### src/rtl/commit_shadow_stack_pkg.sv
// Shared types and helpers for the commit-side shadow stack checker.
package commit_shadow_stack_pkg;

  localparam int unsigned XLEN         = 64;
  localparam int unsigned DEFAULT_VLEN = 39;

  // Violation code carried in tval[1:0] of the control-flow exception.
  typedef enum logic [1:0] {
    CFI_NONE      = 2'd0,
    CFI_MISMATCH  = 2'd1,
    CFI_UNDERFLOW = 2'd2,
    CFI_OVERFLOW  = 2'd3
  } cfi_violation_e;

  // Custom exception cause used for every shadow stack violation.
  localparam logic [XLEN-1:0] CFI_EXC_CAUSE = 64'd24;

  typedef struct packed {
    logic [XLEN-1:0] cause;
    logic [XLEN-1:0] tval;
    logic            valid;
  } exception_t;

  // x1 (ra) and x5 (t0) are the RISC-V link registers; the commit stage uses
  // this to derive the call/return flags fed into the checker.
  function automatic logic is_link_reg(input logic [4:0] reg_idx);
    return (reg_idx == 5'd1) || (reg_idx == 5'd5);
  endfunction

  // tval layout: violation code in the two low bits, the zero-extended
  // offending target shifted above it.
  function automatic logic [XLEN-1:0] cfi_tval(input logic [XLEN-1:0] target,
                                               input cfi_violation_e code);
    return {target[XLEN-3:0], code};
  endfunction

endpackage

### src/rtl/shadow_stack_ram.sv
// Return-address storage: DEPTH x VLEN array with several write ports and
// asynchronous read ports. Writes within one cycle are applied in port order,
// so a higher port to the same address wins.
module shadow_stack_ram #(
  parameter int unsigned NR_PORTS = 2,
  parameter int unsigned DEPTH    = 16,
  parameter int unsigned VLEN     = 39,
  parameter int unsigned AW       = $clog2(DEPTH)
) (
  input  logic                          i_clk,
  input  logic [NR_PORTS-1:0]           i_we,
  input  logic [NR_PORTS-1:0][AW-1:0]   i_waddr,
  input  logic [NR_PORTS-1:0][VLEN-1:0] i_wdata,
  input  logic [NR_PORTS-1:0][AW-1:0]   i_raddr,
  output logic [NR_PORTS-1:0][VLEN-1:0] o_rdata
);

  logic [VLEN-1:0] r_mem [DEPTH];

  // Apply this cycle's pushes in ascending port order.
  always_ff @(posedge i_clk) begin
    for (int p = 0; p < int'(NR_PORTS); p++) begin
      if (i_we[p]) begin
        r_mem[i_waddr[p]] <= i_wdata[p];
      end
    end
  end

  // Read ports return the contents as of the start of the cycle; anything
  // written earlier in the same cycle is forwarded by the caller.
  for (genvar gi = 0; gi < int'(NR_PORTS); gi++) begin : g_rd
    assign o_rdata[gi] = r_mem[i_raddr[gi]];
  end

endmodule

### src/rtl/commit_shadow_stack.sv
// Commit-side shadow stack: pushes link addresses on committed calls, pops and
// checks on committed returns, and raises a sticky control-flow exception on
// mismatch, underflow or overflow.
module commit_shadow_stack
  import commit_shadow_stack_pkg::*;
#(
  parameter int unsigned NR_COMMIT_PORTS   = 2,
  parameter int unsigned DEPTH             = 16,
  parameter int unsigned VLEN              = DEFAULT_VLEN,
  parameter bit          WRAP_ON_OVERFLOW  = 1'b0,
  parameter bit          TRAP_ON_UNDERFLOW = 1'b1,
  parameter int unsigned PW = (NR_COMMIT_PORTS > 1) ? $clog2(NR_COMMIT_PORTS) : 1,
  parameter int unsigned CW = $clog2(DEPTH) + 1
) (
  input  logic                                 clk_i,
  input  logic                                 rst_i,
  input  logic                                 en_i,
  input  logic                                 clear_i,
  input  logic                                 ex_ack_i,
  input  logic [NR_COMMIT_PORTS-1:0]           commit_ack_i,
  input  logic [NR_COMMIT_PORTS-1:0][VLEN-1:0] commit_pc_i,
  input  logic [NR_COMMIT_PORTS-1:0]           commit_is_call_i,
  input  logic [NR_COMMIT_PORTS-1:0]           commit_is_ret_i,
  input  logic [NR_COMMIT_PORTS-1:0]           commit_is_compressed_i,
  input  logic [NR_COMMIT_PORTS-1:0][VLEN-1:0] commit_target_i,
  output exception_t                           exception_o,
  output logic [PW-1:0]                        violation_port_o,
  output logic [CW-1:0]                        depth_o
);

  localparam int unsigned    NR       = NR_COMMIT_PORTS;
  localparam int unsigned    AW       = $clog2(DEPTH);
  localparam logic [CW-1:0]  FULL_CNT = CW'(DEPTH);

  // Architectural state: tp is the next free slot, cnt the occupancy.
  logic [AW-1:0]  r_tp;
  logic [CW-1:0]  r_cnt;
  exception_t     r_exc;
  logic [PW-1:0]  r_viol_port;

  // Chain results for this cycle.
  logic [AW-1:0]          w_tp_next;
  logic [CW-1:0]          w_cnt_next;
  cfi_violation_e         w_viol;
  logic [PW-1:0]          w_viol_port;
  logic [VLEN-1:0]        w_viol_target;
  logic [NR-1:0]          w_active;

  // RAM interface.
  logic [NR-1:0]           w_we;
  logic [NR-1:0][AW-1:0]   w_waddr;
  logic [NR-1:0][VLEN-1:0] w_wdata;
  logic [NR-1:0][AW-1:0]   w_rd_addr;
  logic [NR-1:0][VLEN-1:0] w_rd_data;

  // A port only acts while checking is enabled, nothing is pending and no
  // clear/reset overrides the cycle.
  assign w_active = commit_ack_i
                  & {NR{en_i && !r_exc.valid && !clear_i && !rst_i}};

  // Pops can only reach entries that existed at the start of the cycle
  // through the N slots just below tp; slots pushed this cycle are forwarded
  // inside the chain. So the read addresses depend only on r_tp, which keeps
  // the RAM read path free of any dependency on the chain itself.
  for (genvar gi = 0; gi < int'(NR); gi++) begin : g_rd_addr
    assign w_rd_addr[gi] = r_tp - AW'(gi + 1);
  end

  shadow_stack_ram #(
    .NR_PORTS (NR),
    .DEPTH    (DEPTH),
    .VLEN     (VLEN),
    .AW       (AW)
  ) u_ram (
    .i_clk   (clk_i),
    .i_we    (w_we),
    .i_waddr (w_waddr),
    .i_wdata (w_wdata),
    .i_raddr (w_rd_addr),
    .o_rdata (w_rd_data)
  );

  // Walk ports 0..N-1 in order; each sees the tp/cnt left by the lower ports
  // and the chain stops at the first violation.
  always_comb begin : chain
    logic [AW-1:0]           v_tp;
    logic [CW-1:0]           v_cnt;
    logic                    v_halt;
    logic [VLEN-1:0]         v_link;
    logic [VLEN-1:0]         v_top;
    logic [NR-1:0]           v_we;
    logic [NR-1:0][AW-1:0]   v_waddr;
    logic [NR-1:0][VLEN-1:0] v_wdata;

    v_tp          = r_tp;
    v_cnt         = r_cnt;
    v_halt        = 1'b0;
    v_link        = '0;
    v_top         = '0;
    v_we          = '0;
    v_waddr       = '0;
    v_wdata       = '0;
    w_viol        = CFI_NONE;
    w_viol_port   = '0;
    w_viol_target = '0;

    for (int i = 0; i < int'(NR); i++) begin
      v_link = commit_pc_i[i]
             + (commit_is_compressed_i[i] ? VLEN'(2) : VLEN'(4));
      v_top  = '0;

      if (w_active[i] && !v_halt) begin
        // Pop-and-compare comes first so a coroutine swap checks the old
        // return address before pushing the new link.
        if (commit_is_ret_i[i]) begin
          if (v_cnt == '0) begin
            if (TRAP_ON_UNDERFLOW) begin
              v_halt = 1'b1;
              w_viol = CFI_UNDERFLOW;
            end
          end else begin
            v_tp  = v_tp - 1'b1;
            v_cnt = v_cnt - 1'b1;
            for (int k = 0; k < int'(NR); k++) begin
              if (w_rd_addr[k] == v_tp) begin
                v_top = w_rd_data[k];
              end
            end
            // Later lower-port writes override both the RAM and earlier ones.
            for (int j = 0; j < int'(NR); j++) begin
              if (v_we[j] && (v_waddr[j] == v_tp)) begin
                v_top = v_wdata[j];
              end
            end
            // The pop stands even when the comparison fails.
            if (v_top != commit_target_i[i]) begin
              v_halt = 1'b1;
              w_viol = CFI_MISMATCH;
            end
          end
        end

        if (commit_is_call_i[i] && !v_halt) begin
          if (v_cnt == FULL_CNT) begin
            if (WRAP_ON_OVERFLOW) begin
              // When full, the slot at tp holds the oldest entry.
              v_we[i]    = 1'b1;
              v_waddr[i] = v_tp;
              v_wdata[i] = v_link;
              v_tp       = v_tp + 1'b1;
            end else begin
              v_halt = 1'b1;
              w_viol = CFI_OVERFLOW;
            end
          end else begin
            v_we[i]    = 1'b1;
            v_waddr[i] = v_tp;
            v_wdata[i] = v_link;
            v_tp       = v_tp + 1'b1;
            v_cnt      = v_cnt + 1'b1;
          end
        end

        // Only the port that tripped the halt reaches here with it set.
        if (v_halt) begin
          w_viol_port   = PW'(i);
          w_viol_target = commit_target_i[i];
        end
      end
    end

    w_tp_next  = v_tp;
    w_cnt_next = v_cnt;
    w_we       = v_we;
    w_waddr    = v_waddr;
    w_wdata    = v_wdata;
  end

  // Commit the chain result and manage the sticky exception.
  always_ff @(posedge clk_i) begin
    if (rst_i) begin
      r_tp        <= '0;
      r_cnt       <= '0;
      r_exc       <= '0;
      r_viol_port <= '0;
    end else if (clear_i) begin
      r_tp        <= '0;
      r_cnt       <= '0;
      r_exc       <= '0;
      r_viol_port <= '0;
    end else begin
      r_tp  <= w_tp_next;
      r_cnt <= w_cnt_next;
      if (ex_ack_i) begin
        r_exc       <= '0;
        r_viol_port <= '0;
      end else if (w_viol != CFI_NONE) begin
        r_exc.valid <= 1'b1;
        r_exc.cause <= CFI_EXC_CAUSE;
        r_exc.tval  <= cfi_tval(XLEN'(w_viol_target), w_viol);
        r_viol_port <= w_viol_port;
      end
    end
  end

  assign exception_o      = r_exc;
  assign violation_port_o = r_viol_port;
  assign depth_o          = r_cnt;

endmodule

### config.mk
export PLATFORM = sky130hd
export DESIGN_NAME = commit_shadow_stack
export DESIGN_NICKNAME = d
export VERILOG_FILES = /design/src/rtl/commit_shadow_stack_pkg.sv /design/src/rtl/shadow_stack_ram.sv /design/src/rtl/commit_shadow_stack.sv
export SDC_FILE = /design/constraint.sdc
export NUM_CORES = 2
export LEC_CHECK = 0
export CORE_MARGIN = 3
export CORE_UTILIZATION = 49
export CTS_BUF_LIST = sky130_fd_sc_hd__clkbuf_16
export DETAILED_ROUTE_END_ITERATION = 10
export MAX_ROUTING_LAYER = met4
export PLACE_DENSITY = 0.69
export SYNTH_ARGS = -nofsm -noshare
export SYNTH_HDL_FRONTEND = slang
export SYNTH_HIERARCHICAL = 1
export SYNTH_SLANG_ARGS = --single-unit
### constraint.sdc
create_clock -name clk_i -period 10.3 [get_ports clk_i]
set_input_delay 1.545 -clock clk_i [delete_from_list [all_inputs] [get_ports clk_i]]
set_output_delay 1.545 -clock clk_i [all_outputs]
set_load 0.1 [all_outputs]
==> results.md <==
* Port Buf Inserts at about 220
* Effective utilization at floorplan at 49.7%
* Antenna violations before repair at 9
* Final cell utilization of the core at a little under three fifths
* CP most frequent cell: sky130_fd_sc_hd__buf_4
* Buffer cell driving the clock tree root: sky130_fd_sc_hd__clkbuf_16
* Post-route clock period utilization at between 90% and 100%
* Die W at 309 um
* Fin. Hold Viols at 0
* Post-synthesis sequential area ratio at 44.0%
* Predominant post-synthesis flop cell: sky130_fd_sc_hd__edfxtp_1
* Fraction of synthesis flops using an asynchronous set or reset pin at 0%
* Ys Warns at 6
* Power Density at 125 nW/um^2
* Maximum number of pins on one net before global-route repair at 98
* Clock Path Buffers at 3
* Pins Over Slew Limit at 0
* Avg Inst Size Synth at 12.9 sq um
* CTS H-tree depth at 3
* Critical path required time at around 11000 ps
* Maximum Capacitance Violations at 0
* Number of setup violations in the final report at 0
* Post-layout net count at 3835
* Number of post-CTS setup repair buffers at 0
* Core footprint at 90600 sq um
* Antenna Violating Nets Remaining at 0
* Synth Instances at 3482
* Detailed placer's ending HPWL at ~120 mm
* Share of post-route cells with drive strength above 1 at 35.9%
* Die Y at just over 300 um
* Cell type group with the largest total delay on the critical path: simple AND/OR/NAND/NOR gates
* Placed Instance Area at approximately 50000 sq um
* Via count at 34200
* Total iterations of the first detailed-routing run at 6
* Clock latency reported for the late side of the worst-skew pair at 650 ps
* Result of the run: finished, final reports clean
* TritonCTS clock tree: built
* Number of synthesized register bits at 676
* Die area at 95500 sq um
* Leakage at 19.0 nW
* Number of top-level design ports at 304
* Fin crit period at 10150 ps
* Final Cell Area at 51700 sq um
* DRC violations left at 0
* Buf+Inv Stages, Crit Path at 7
* Maximum fanout count along the critical path at 37
* GRT Total Usage at 36.2%
* Final weighted congestion of routability-driven global placement at 1.03
* Number of rows created at floorplan at 110
* Number of global-route vias before repair at 33100
* Routed wire length per instance at 35.0 um
* Worst-case headroom to the max-slew limit at ~6.8%
* Worst IR Drop VDD at 0.000104 V
* Synthesized cell area at 45000 sq um
* Cell with the largest stage delay on the worst path: sky130_fd_sc_hd__bufinv_8
* Number of sinks on the clock net at just under 700
* Global-route wire length before repair at between 200 and 250 mm
* Maximum clock frequency at 98.5 MHz
* Count of different cell masters after synthesis at 104
* Post-synth EDFFs at 624
* Final routed wirelength across all metal layers at 171 mm
* CTS Buf Count at 75
* Kind of critical path: flop to flop
* Crit path capture type: flop
* Grt ovf at 0
* Critical path data arrival time at 10430 ps
* Biggest cell delay along the critical path at 510 ps
* Iter 0 DRT Violations at about 5200
* Largest clock skew in the final design at 43.4 ps
* Hold Crit Class: flop to flop
* Vias per cell at approximately 7.0
* Element type at the critical path start: flop
* Slew at the pin closest to its max-slew limit at 1390 ps
* Clock transition at the register clock pins on the worst setup and hold paths after CTS at ~70 ps
* Area growth syn-to-layout at 14.9%
[registers in the layout (all words and copies together) (netlist names)]
register          cells
u_ram/r_mem         624
exception_o          42
depth_o               5
r_tp                  4
violation_port_o      1
[where the power goes]
| group | leakage (nW) | switching (mW) | total (mW) | internal, mW |
|---|---|---|---|---|
| clock | 1.21 | 1.17 | 2.66 | 1.49 |
| combinational | 10.9 | 0.573 | 0.834 | 0.261 |
| sequential | 6.87 | 0.00386 | 2.96 | 2.96 |
[stage by stage]
step	setup TNS (ps)	setup slack (ps)	total power, mW	hold WS (ps)	cells
floorplan	0	38.2	3.55	827	3566
global placement	0	177	3.83	484	4745
detailed placement	0	85.4	3.83	502	4745
CTS	0	3.20	6.44	515	4879
global route	-3.10	-2.44	6.60	555	4888
finish	0	147	6.46	516	4888
[tightest hold or removal path, stage by stage (launching register included)]
cell and delay, ps:
sky130_fd_sc_hd__dfxtp_1 320, sky130_fd_sc_hd__o211ai_1 80, sky130_fd_sc_hd__a21oi_1 70
[path summary, 6_finish.rpt]
kind	from	endpoint	slack (ps)	cells after the start
setup / recovery	r_tp[0]	u_ram/r_mem[7][0]	150	30
hold / removal	exception_o[1]	exception_o[1]	520	2
setup reg to reg	r_tp[0]	u_ram/r_mem[7][0]	150	30
hold reg to reg	exception_o[1]	exception_o[1]	520	2
[metal layers]
metal / GRT usage (%) / wire length (um) / vias to the layer above
met5: - / 0 / -
met4: 16.8 / 9390 / 0
met3: 10.6 / 22400 / 481
met2: 53.9 / 76400 / 2481
met1: 45.9 / 62700 / 17300
li1: - / - / 13900
[cell usage after synthesis (all sizes together), types with 6 or more instances]
library cell | n | share of area, %
nand3 | 49 | 0.56
o211ai | 9 | 0.16
and2 | 9 | 0.13
o21bai | 7 | 0.12
clkbuf | 218 | 1.8
or3 | 10 | 0.14
o31ai | 7 | 0.12
edfxtp | 624 | 42
inv | 63 | 0.53
a221oi | 12 | 0.23
a211o | 8 | 0.16
mux2 | 625 | 16
a311oi | 41 | 0.81
nand2b | 16 | 0.22
xor2 | 63 | 1.2
ha | 17 | 0.47
a22o | 8 | 0.16
a22oi | 169 | 2.8
xnor2 | 107 | 2.1
a21boi | 8 | 0.14
dfxtp | 52 | 2.3
o22ai | 12 | 0.17
nor2b | 24 | 0.33
a21o | 7 | 0.12
or4 | 6 | 0.10
nor2 | 159 | 1.3
nand2 | 213 | 1.8
o21ai | 79 | 0.91
a31oi | 16 | 0.24
or2 | 11 | 0.15
buf | 197 | 2.7
a211oi | 14 | 0.26
nor3 | 74 | 0.82
mux4 | 312 | 16
and4 | 8 | 0.16
and3 | 20 | 0.28
a21oi | 52 | 0.60
nand4 | 41 | 0.58
nor4 | 22 | 0.38
nand3b | 7 | 0.12
[layout make-up]
type,count,area [sq um]
Fill cell,7236,38900
Multi-Input combinational cell,2412,23700
Sequential cell,676,19800
Timing Repair Buffer,418,4090
Clock buffer,76,1900
Tap cell,1176,1470
Clock inverter,58,452
Inverter,64,267
Antenna cell,8,20.0
[repair_timing]
action / 4_1_cts / 5_1_grt
gates resized for setup: 0 / 8
setup endpoints to repair: 0 / 1068
hold buffers: 0 / 0
[cell usage in the layout (no fill, tap or decap), drive strengths merged, types with 22 or more instances in the layout]
master and count:
a21oi 52, a22oi 169, a311oi 41, buf 200, clkbuf 76, clkdlybuf4s50 218, clkinv 29, conb 85
dfxtp 52, edfxtp 624, inv 84, mux2 625, mux4 312, nand2 213, nand3 49, nand4 41
nor2 159, nor2b 24, nor3 74, nor4 22, o21ai 79, xnor2 107, xor2 63
[cell families (layout without fill, tap and decap cells)]
family,Yosys count,count (layout),synth area share (%)
buffers and inverters,479,616,5.03
multiplexers,942,942,31.4
AND/OR/NAND/NOR,689,689,7.50
XOR/XNOR,171,171,3.36
adder cells (fa/ha/maj),19,19,0.562
other,1,93,0.00834
flip-flops,676,676,44.0
AO/OA/AOI/OAI,505,506,8.19
(Power assumes the default switching activity.)
